`config.mk`:
```
export PLATFORM = sky130hd
export DESIGN_NAME = data_mem_arbiter
export DESIGN_NICKNAME = d
export VERILOG_FILES = /design/src/rtl/data_mem_arbiter.sv
export SDC_FILE = /design/constraint.sdc
export NUM_CORES = 1
export LEC_CHECK = 0
export ABC_AREA = 1
export CORE_MARGIN = 3
export CORE_UTILIZATION = 43
export DETAILED_ROUTE_END_ITERATION = 7
export GPL_TIMING_DRIVEN = 0
export PLACE_DENSITY = 0.81
export REMOVE_ABC_BUFFERS = 1
export SYNTH_ARGS = -nofsm -noshare
export SYNTH_HDL_FRONTEND = slang
export SYNTH_SLANG_ARGS = --single-unit
```
`constraint.sdc`:
```
create_clock -name clk -period 5.12 [get_ports clk]
set_clock_uncertainty 0.2 [all_clocks]
set_input_delay 1.024 -clock clk [delete_from_list [all_inputs] [get_ports clk]]
set_output_delay 1.024 -clock clk [all_outputs]
set_load 0.02 [all_outputs]
```
`src/rtl/data_mem_arbiter.sv`:
```
// rtl/data_mem_arbiter.sv - shares one data-memory port among per-thread load/store consumers
//
// Grants one consumer at a time. The granted request is forwarded to memory.
// The memory response is relayed back to the granted consumer.
// At most one transaction is in flight.
//
// Ports:
//   clk, reset                : clock (rising edge), asynchronous active-high reset
//   consumer_read_valid/address  : per-consumer read requests (packed, ADDR_BITS per consumer)
//   consumer_read_ready/data     : per-consumer read response strobe and held read-data slot
//   consumer_write_valid/address/data : per-consumer write requests
//   consumer_write_ready         : per-consumer write acknowledge
//   mem_read_valid/address, mem_read_ready/data : shared memory read port
//   mem_write_valid/address/data, mem_write_ready : shared memory write port
//
// Build option:
//   MEM_ARB_FIXED_PRIORITY_EN - the scan always starts at consumer 0 (lowest index wins).
//   When it is undefined, the scan starts at a round-robin pointer.

module data_mem_arbiter #(
    parameter int ADDR_BITS     = 8,
    parameter int DATA_BITS     = 8,
    parameter int NUM_CONSUMERS = 8
) (
    input  logic                               clk,
    input  logic                               reset,
    input  logic [NUM_CONSUMERS-1:0]           consumer_read_valid,
    input  logic [NUM_CONSUMERS*ADDR_BITS-1:0] consumer_read_address,
    output logic [NUM_CONSUMERS-1:0]           consumer_read_ready,
    output logic [NUM_CONSUMERS*DATA_BITS-1:0] consumer_read_data,
    input  logic [NUM_CONSUMERS-1:0]           consumer_write_valid,
    input  logic [NUM_CONSUMERS*ADDR_BITS-1:0] consumer_write_address,
    input  logic [NUM_CONSUMERS*DATA_BITS-1:0] consumer_write_data,
    output logic [NUM_CONSUMERS-1:0]           consumer_write_ready,
    output logic                               mem_read_valid,
    output logic [ADDR_BITS-1:0]               mem_read_address,
    input  logic                               mem_read_ready,
    input  logic [DATA_BITS-1:0]               mem_read_data,
    output logic                               mem_write_valid,
    output logic [ADDR_BITS-1:0]               mem_write_address,
    output logic [DATA_BITS-1:0]               mem_write_data,
    input  logic                               mem_write_ready
);

    localparam int IDX_BITS = $clog2(NUM_CONSUMERS);

    typedef enum logic [1:0] {IDLE, READ_WAIT, WRITE_WAIT, RELAY} state_t;

    state_t                           state, state_n;
    logic [IDX_BITS-1:0]              grant, grant_n;
    logic                             is_read, is_read_n;
    logic [IDX_BITS-1:0]              scan_start;
    logic [IDX_BITS:0]                cand;
    logic                             found;
    logic [IDX_BITS-1:0]              pick;
    logic                             relay_done;

    logic [NUM_CONSUMERS-1:0]           consumer_read_ready_n;
    logic [NUM_CONSUMERS*DATA_BITS-1:0] consumer_read_data_n;
    logic [NUM_CONSUMERS-1:0]           consumer_write_ready_n;
    logic                               mem_read_valid_n;
    logic [ADDR_BITS-1:0]               mem_read_address_n;
    logic                               mem_write_valid_n;
    logic [ADDR_BITS-1:0]               mem_write_address_n;
    logic [DATA_BITS-1:0]               mem_write_data_n;

`ifdef MEM_ARB_FIXED_PRIORITY_EN
    assign scan_start = '0;
`else
    logic [IDX_BITS-1:0] rr_ptr, rr_ptr_n;
    logic [IDX_BITS:0]   grant_inc;
    logic [IDX_BITS-1:0] grant_next;

    assign scan_start = rr_ptr;
    assign grant_inc  = {1'b0, grant} + (IDX_BITS+1)'(1);
    // The pointer moves to the consumer after the one just served, so it wraps at NUM_CONSUMERS.
    assign grant_next = (grant_inc == (IDX_BITS+1)'(NUM_CONSUMERS)) ? '0 : grant_inc[IDX_BITS-1:0];

    always_ff @(posedge clk or posedge reset) begin
        if (reset) rr_ptr <= '0;
        else       rr_ptr <= rr_ptr_n;
    end
`endif

    // Find the first requester at or after scan_start, wrapping modulo NUM_CONSUMERS.
    always_comb begin
        found = 1'b0;
        pick  = '0;
        cand  = '0;
        for (int i = 0; i < NUM_CONSUMERS; i++) begin
            cand = {1'b0, scan_start} + (IDX_BITS+1)'(i);
            if (cand >= (IDX_BITS+1)'(NUM_CONSUMERS))
                cand = cand - (IDX_BITS+1)'(NUM_CONSUMERS);
            if (!found && (consumer_read_valid[cand[IDX_BITS-1:0]] ||
                           consumer_write_valid[cand[IDX_BITS-1:0]])) begin
                found = 1'b1;
                pick  = cand[IDX_BITS-1:0];
            end
        end
    end

    // The ready bit is released only when the valid of the serviced operation drops.
    // The other valid of that consumer does not affect the release.
    assign relay_done = is_read ? !consumer_read_valid[grant] : !consumer_write_valid[grant];

    always_comb begin
        state_n                = state;
        grant_n                = grant;
        is_read_n              = is_read;
        consumer_read_ready_n  = consumer_read_ready;
        consumer_read_data_n   = consumer_read_data;
        consumer_write_ready_n = consumer_write_ready;
        mem_read_valid_n       = mem_read_valid;
        mem_read_address_n     = mem_read_address;
        mem_write_valid_n      = mem_write_valid;
        mem_write_address_n    = mem_write_address;
        mem_write_data_n       = mem_write_data;
`ifndef MEM_ARB_FIXED_PRIORITY_EN
        rr_ptr_n               = rr_ptr;
`endif
        case (state)
            IDLE: begin
                if (found) begin
                    grant_n = pick;
                    // If the consumer requests both a read and a write, the read is serviced first.
                    if (consumer_read_valid[pick]) begin
                        is_read_n          = 1'b1;
                        mem_read_valid_n   = 1'b1;
                        mem_read_address_n = consumer_read_address[int'(pick)*ADDR_BITS +: ADDR_BITS];
                        state_n            = READ_WAIT;
                    end else begin
                        is_read_n           = 1'b0;
                        mem_write_valid_n   = 1'b1;
                        mem_write_address_n = consumer_write_address[int'(pick)*ADDR_BITS +: ADDR_BITS];
                        mem_write_data_n    = consumer_write_data[int'(pick)*DATA_BITS +: DATA_BITS];
                        state_n             = WRITE_WAIT;
                    end
                end
            end
            READ_WAIT: begin
                if (mem_read_ready) begin
                    mem_read_valid_n             = 1'b0;
                    consumer_read_ready_n[grant] = 1'b1;
                    for (int i = 0; i < NUM_CONSUMERS; i++) begin
                        if (IDX_BITS'(i) == grant)
                            consumer_read_data_n[i*DATA_BITS +: DATA_BITS] = mem_read_data;
                    end
                    state_n = RELAY;
                end
            end
            WRITE_WAIT: begin
                if (mem_write_ready) begin
                    mem_write_valid_n             = 1'b0;
                    consumer_write_ready_n[grant] = 1'b1;
                    state_n                       = RELAY;
                end
            end
            RELAY: begin
                if (relay_done) begin
                    consumer_read_ready_n  = '0;
                    consumer_write_ready_n = '0;
`ifndef MEM_ARB_FIXED_PRIORITY_EN
                    rr_ptr_n               = grant_next;
`endif
                    state_n                = IDLE;
                end
            end
            default: state_n = IDLE;
        endcase
    end

    always_ff @(posedge clk or posedge reset) begin
        if (reset) begin
            state                <= IDLE;
            grant                <= '0;
            is_read              <= 1'b0;
            consumer_read_ready  <= '0;
            consumer_read_data   <= '0;
            consumer_write_ready <= '0;
            mem_read_valid       <= 1'b0;
            mem_read_address     <= '0;
            mem_write_valid      <= 1'b0;
            mem_write_address    <= '0;
            mem_write_data       <= '0;
        end else begin
            state                <= state_n;
            grant                <= grant_n;
            is_read              <= is_read_n;
            consumer_read_ready  <= consumer_read_ready_n;
            consumer_read_data   <= consumer_read_data_n;
            consumer_write_ready <= consumer_write_ready_n;
            mem_read_valid       <= mem_read_valid_n;
            mem_read_address     <= mem_read_address_n;
            mem_write_valid      <= mem_write_valid_n;
            mem_write_address    <= mem_write_address_n;
            mem_write_data       <= mem_write_data_n;
        end
    end

endmodule

```
==> out/qor.csv <==
stage,metric,value,unit
clock_network,clk_pin_slew_worst_paths,60,ps
global_route,grt_max_degree,97,
clock_network,cts.sinks,115,
clock_network,holdBufCountCts,0,
die,start_util,44.6,%
route,drt_iter0_drc,665,
die,rows,47,
die,coreArea,0.0169,sq mm
sta,grt_setup_unrepaired,no,
sta,finalCriticalPeriod,4610,ps
critical_path,path_class,reg2reg,
layout,areaGrowthSynthToFinish,51.5,%
placed_design,dpl.hpwl,19800,microns
clock_network,postCtsSetupRepairBufs,0,
layout,fin_nets,1640,
layout,drive_gt1_share,4.93,%
synth,yosysUniqueCellTypes,42,
synth,synth_area_leaders,"dfrtp_1, nand2_1, nand3_1, o21ai_0, inv_1",
power_and_ir_drop,leakage,5.36,nW
critical_path,cp-end-kind,flip-flop,
synth,synth-seq-area-share,38.2,%
critical_path,r2r_slack,510,ps
synth,yosys.cell_count.top_type,nand2_1,
synth,synth-seq-cells,115,
layout,final_util,67.6,%
global_route,gr-usage-all-layers,27.2,%
sta,max_freq,217,MHz
placed_design,globalplace.congestion,0.907,
route,ant_nets,0,
status,outcome,finished clean,
clock_network,cts_buffer_depth,2,
global_route,grt_pass1_wl,42600,microns
global_route,overflow,0,
critical_path,start_kind,flip-flop,
clock_network,clock_latency,420,ps
route,via_count,8560,
clock_network,numCtsBuffers,17,
die,ioPinCount,326,
synth,synth_top_area_cell,dfrtp_1,
layout,num_antenna_cells,0,
placed_design,io_buffers,325,
critical_path,critical_path_arrival,4720,ps
die,dieHeight,138,microns
sta,worst_pin_slew,1020,ps
route,drc,0,
min_path,hp-class,reg2reg,
route,wl,26900,microns
clock_network,cts_tree,yes,
power_and_ir_drop,p_per_area,830,mW/mm^2
synth,async_flop_share,100,%
route,dr.pass1.iters,8,
global_route,grt_antenna_before_repair,0,
clock_network,h-tree-depth,4,
synth,ys_warn_count,0,
critical_path,cp_max_fo,52,
global_route,grt_pass1_vias,8118,
job,max_cap_viol_count,0,
sta,slew_headroom,32.0,%
route,wl_per_cell,16.4,microns
synth,syn_area,0.00753,sq mm
synth,synth_top_cell_area_share,38.2,%
synth,synth_common_cells,"nand2_1, nand3_1, dfrtp_1",
die,die_w,138,microns
route,routed_via_density,5.22,
synth,synth_top_flop_cell,dfrtp_1,
sta,slew_viol_final,0,
layout,final.fill_count,1464,
sta,fin_crit_sh,90.1,%
sta,setup_viol,0,
die,dieArea,0.0191,sq mm
clock_network,clock_tree.root_cell,clkbuf_16,
critical_path,worstPathRequired,5230,ps
synth,netlist_instances,1119,
sta,finalSetupTns,0,ps
synth,synth.avg_cell_area,6.73,sq um
power_and_ir_drop,vdd_drop_max,739,uV
synth,synth_edf_count,0,
sta,hold_violations,0,
==> routing by layer <==
layer,wire length [microns],track usage [%]
met1,10600,32.8
met2,13800,48.3
met3,1800,5.42
met4,750,9.98
met5,0,0
==> stage by stage <==
step | hold slack (ps) | setup WS, ps | std cells | instance area (sq um) | power [mW]
after global routing | 309 | 76.6 | 1641 | 11400 | 10.3
after CTS | 280 | 169 | 1641 | 11400 | 9.47
after detailed placement | 267 | -1010 | 1609 | 10800 | 8.29
after floorplan | 272 | 147 | 1062 | 7220 | 6.00
final | 278 | 508 | 1641 | 11400 | 9.48
after global placement | 257 | -1660 | 1607 | 10700 | 8.17
==> final timing paths <==
check,cells past startpoint,end,start
worst max-delay path,26,mem_read_address[6],rr_ptr[0]
worst min-delay path,2,mem_write_data[5],mem_write_data[5]
worst max register to register,26,mem_read_address[6],rr_ptr[0]
worst min register to register,2,mem_write_data[5],mem_write_data[5]
max in group asynchronous,3,rr_ptr[1],reset
min in group asynchronous,2,consumer_read_data[48],reset
==> sequential cells by signal, summed over array words and instances (netlist names) <==
name                  flops
mem_write_valid           1
mem_write_address         8
mem_read_valid            1
consumer_write_ready      8
mem_write_data            8
consumer_read_ready       8
grant                     3
consumer_read_data       64
is_read                   1
rr_ptr                    3
mem_read_address          8
state                     2
==> logic make-up after synthesis <==
family	share of synthesized area [%]
muxes	0.133
buffers and inverters	7.91
adders and majority gates	1.99
xor gates and xnor gates	0.449
DFF	38.2
AOI/OAI and AO/OA	8.70
and+or+nand+nor	42.6
==> placed cells by master (no fill, tap or decap), drive strengths merged <==
master / count
o21ai: 69
a21oi: 43
a221oi: 3
a22oi: 2
mux2i: 1
clkinvlp: 1
clkdlybuf4s50: 325
buf: 2
nand3b: 4
o21bai: 1
nand3: 208
ha: 12
a211oi: 1
nand2: 453
nor2: 54
inv: 75
o2111ai: 2
clkinv: 10
a21boi: 1
xor2: 1
nor3: 10
or2: 1
nand4: 4
xnor2: 2
o22ai: 1
dfrtp: 115
clkbuf: 19
bufinv: 1
==> repair_timing <==
action | CTS | global route
setup endpoints to repair | 29 | 27
resized for setup | 6 | 4
pin swaps | 0 | 0
==> power breakdown <==
part | total (mW) | internal [mW] | switching, mW
registers | 1.59 | 1.30 | 0.287
logic | 6.76 | 2.33 | 4.43
clock network | 1.13 | 0.685 | 0.444
==> layout make-up <==
cell class / instances / area (sq um) / area share (%)
timing repair buffer: 327 / 3300 / 28.9
sequential: 115 / 2880 / 25.3
clock buffer: 19 / 443 / 3.88
multi-input combinational: 873 / 4090 / 35.8
clock inverter: 13 / 126 / 1.11
inverter: 74 / 295 / 2.59
tap: 220 / 275 / 2.41
==> critical path, cell delays in order (launching register included) <==
cell,delay [ps]
dfrtp_4,600
inv_2,320
ha_1,410
inv_1,270
nand3_1,110
nand2_1,90
nand3_1,90
nand2_2,140
inv_2,60
nand2_1,90
nand2_1,70
nand2_1,50
nand2_1,50
nor2_1,80
nand2_1,60
nor2_1,90
nand2_1,140
nand2_8,340
clkinv_8,310
nand2_1,170
nand2_1,70
nand2_2,110
nand2_8,130
nand2_4,180
inv_2,110
nand2_1,70
nand2_1,50
(Power assumes the default switching activity.)
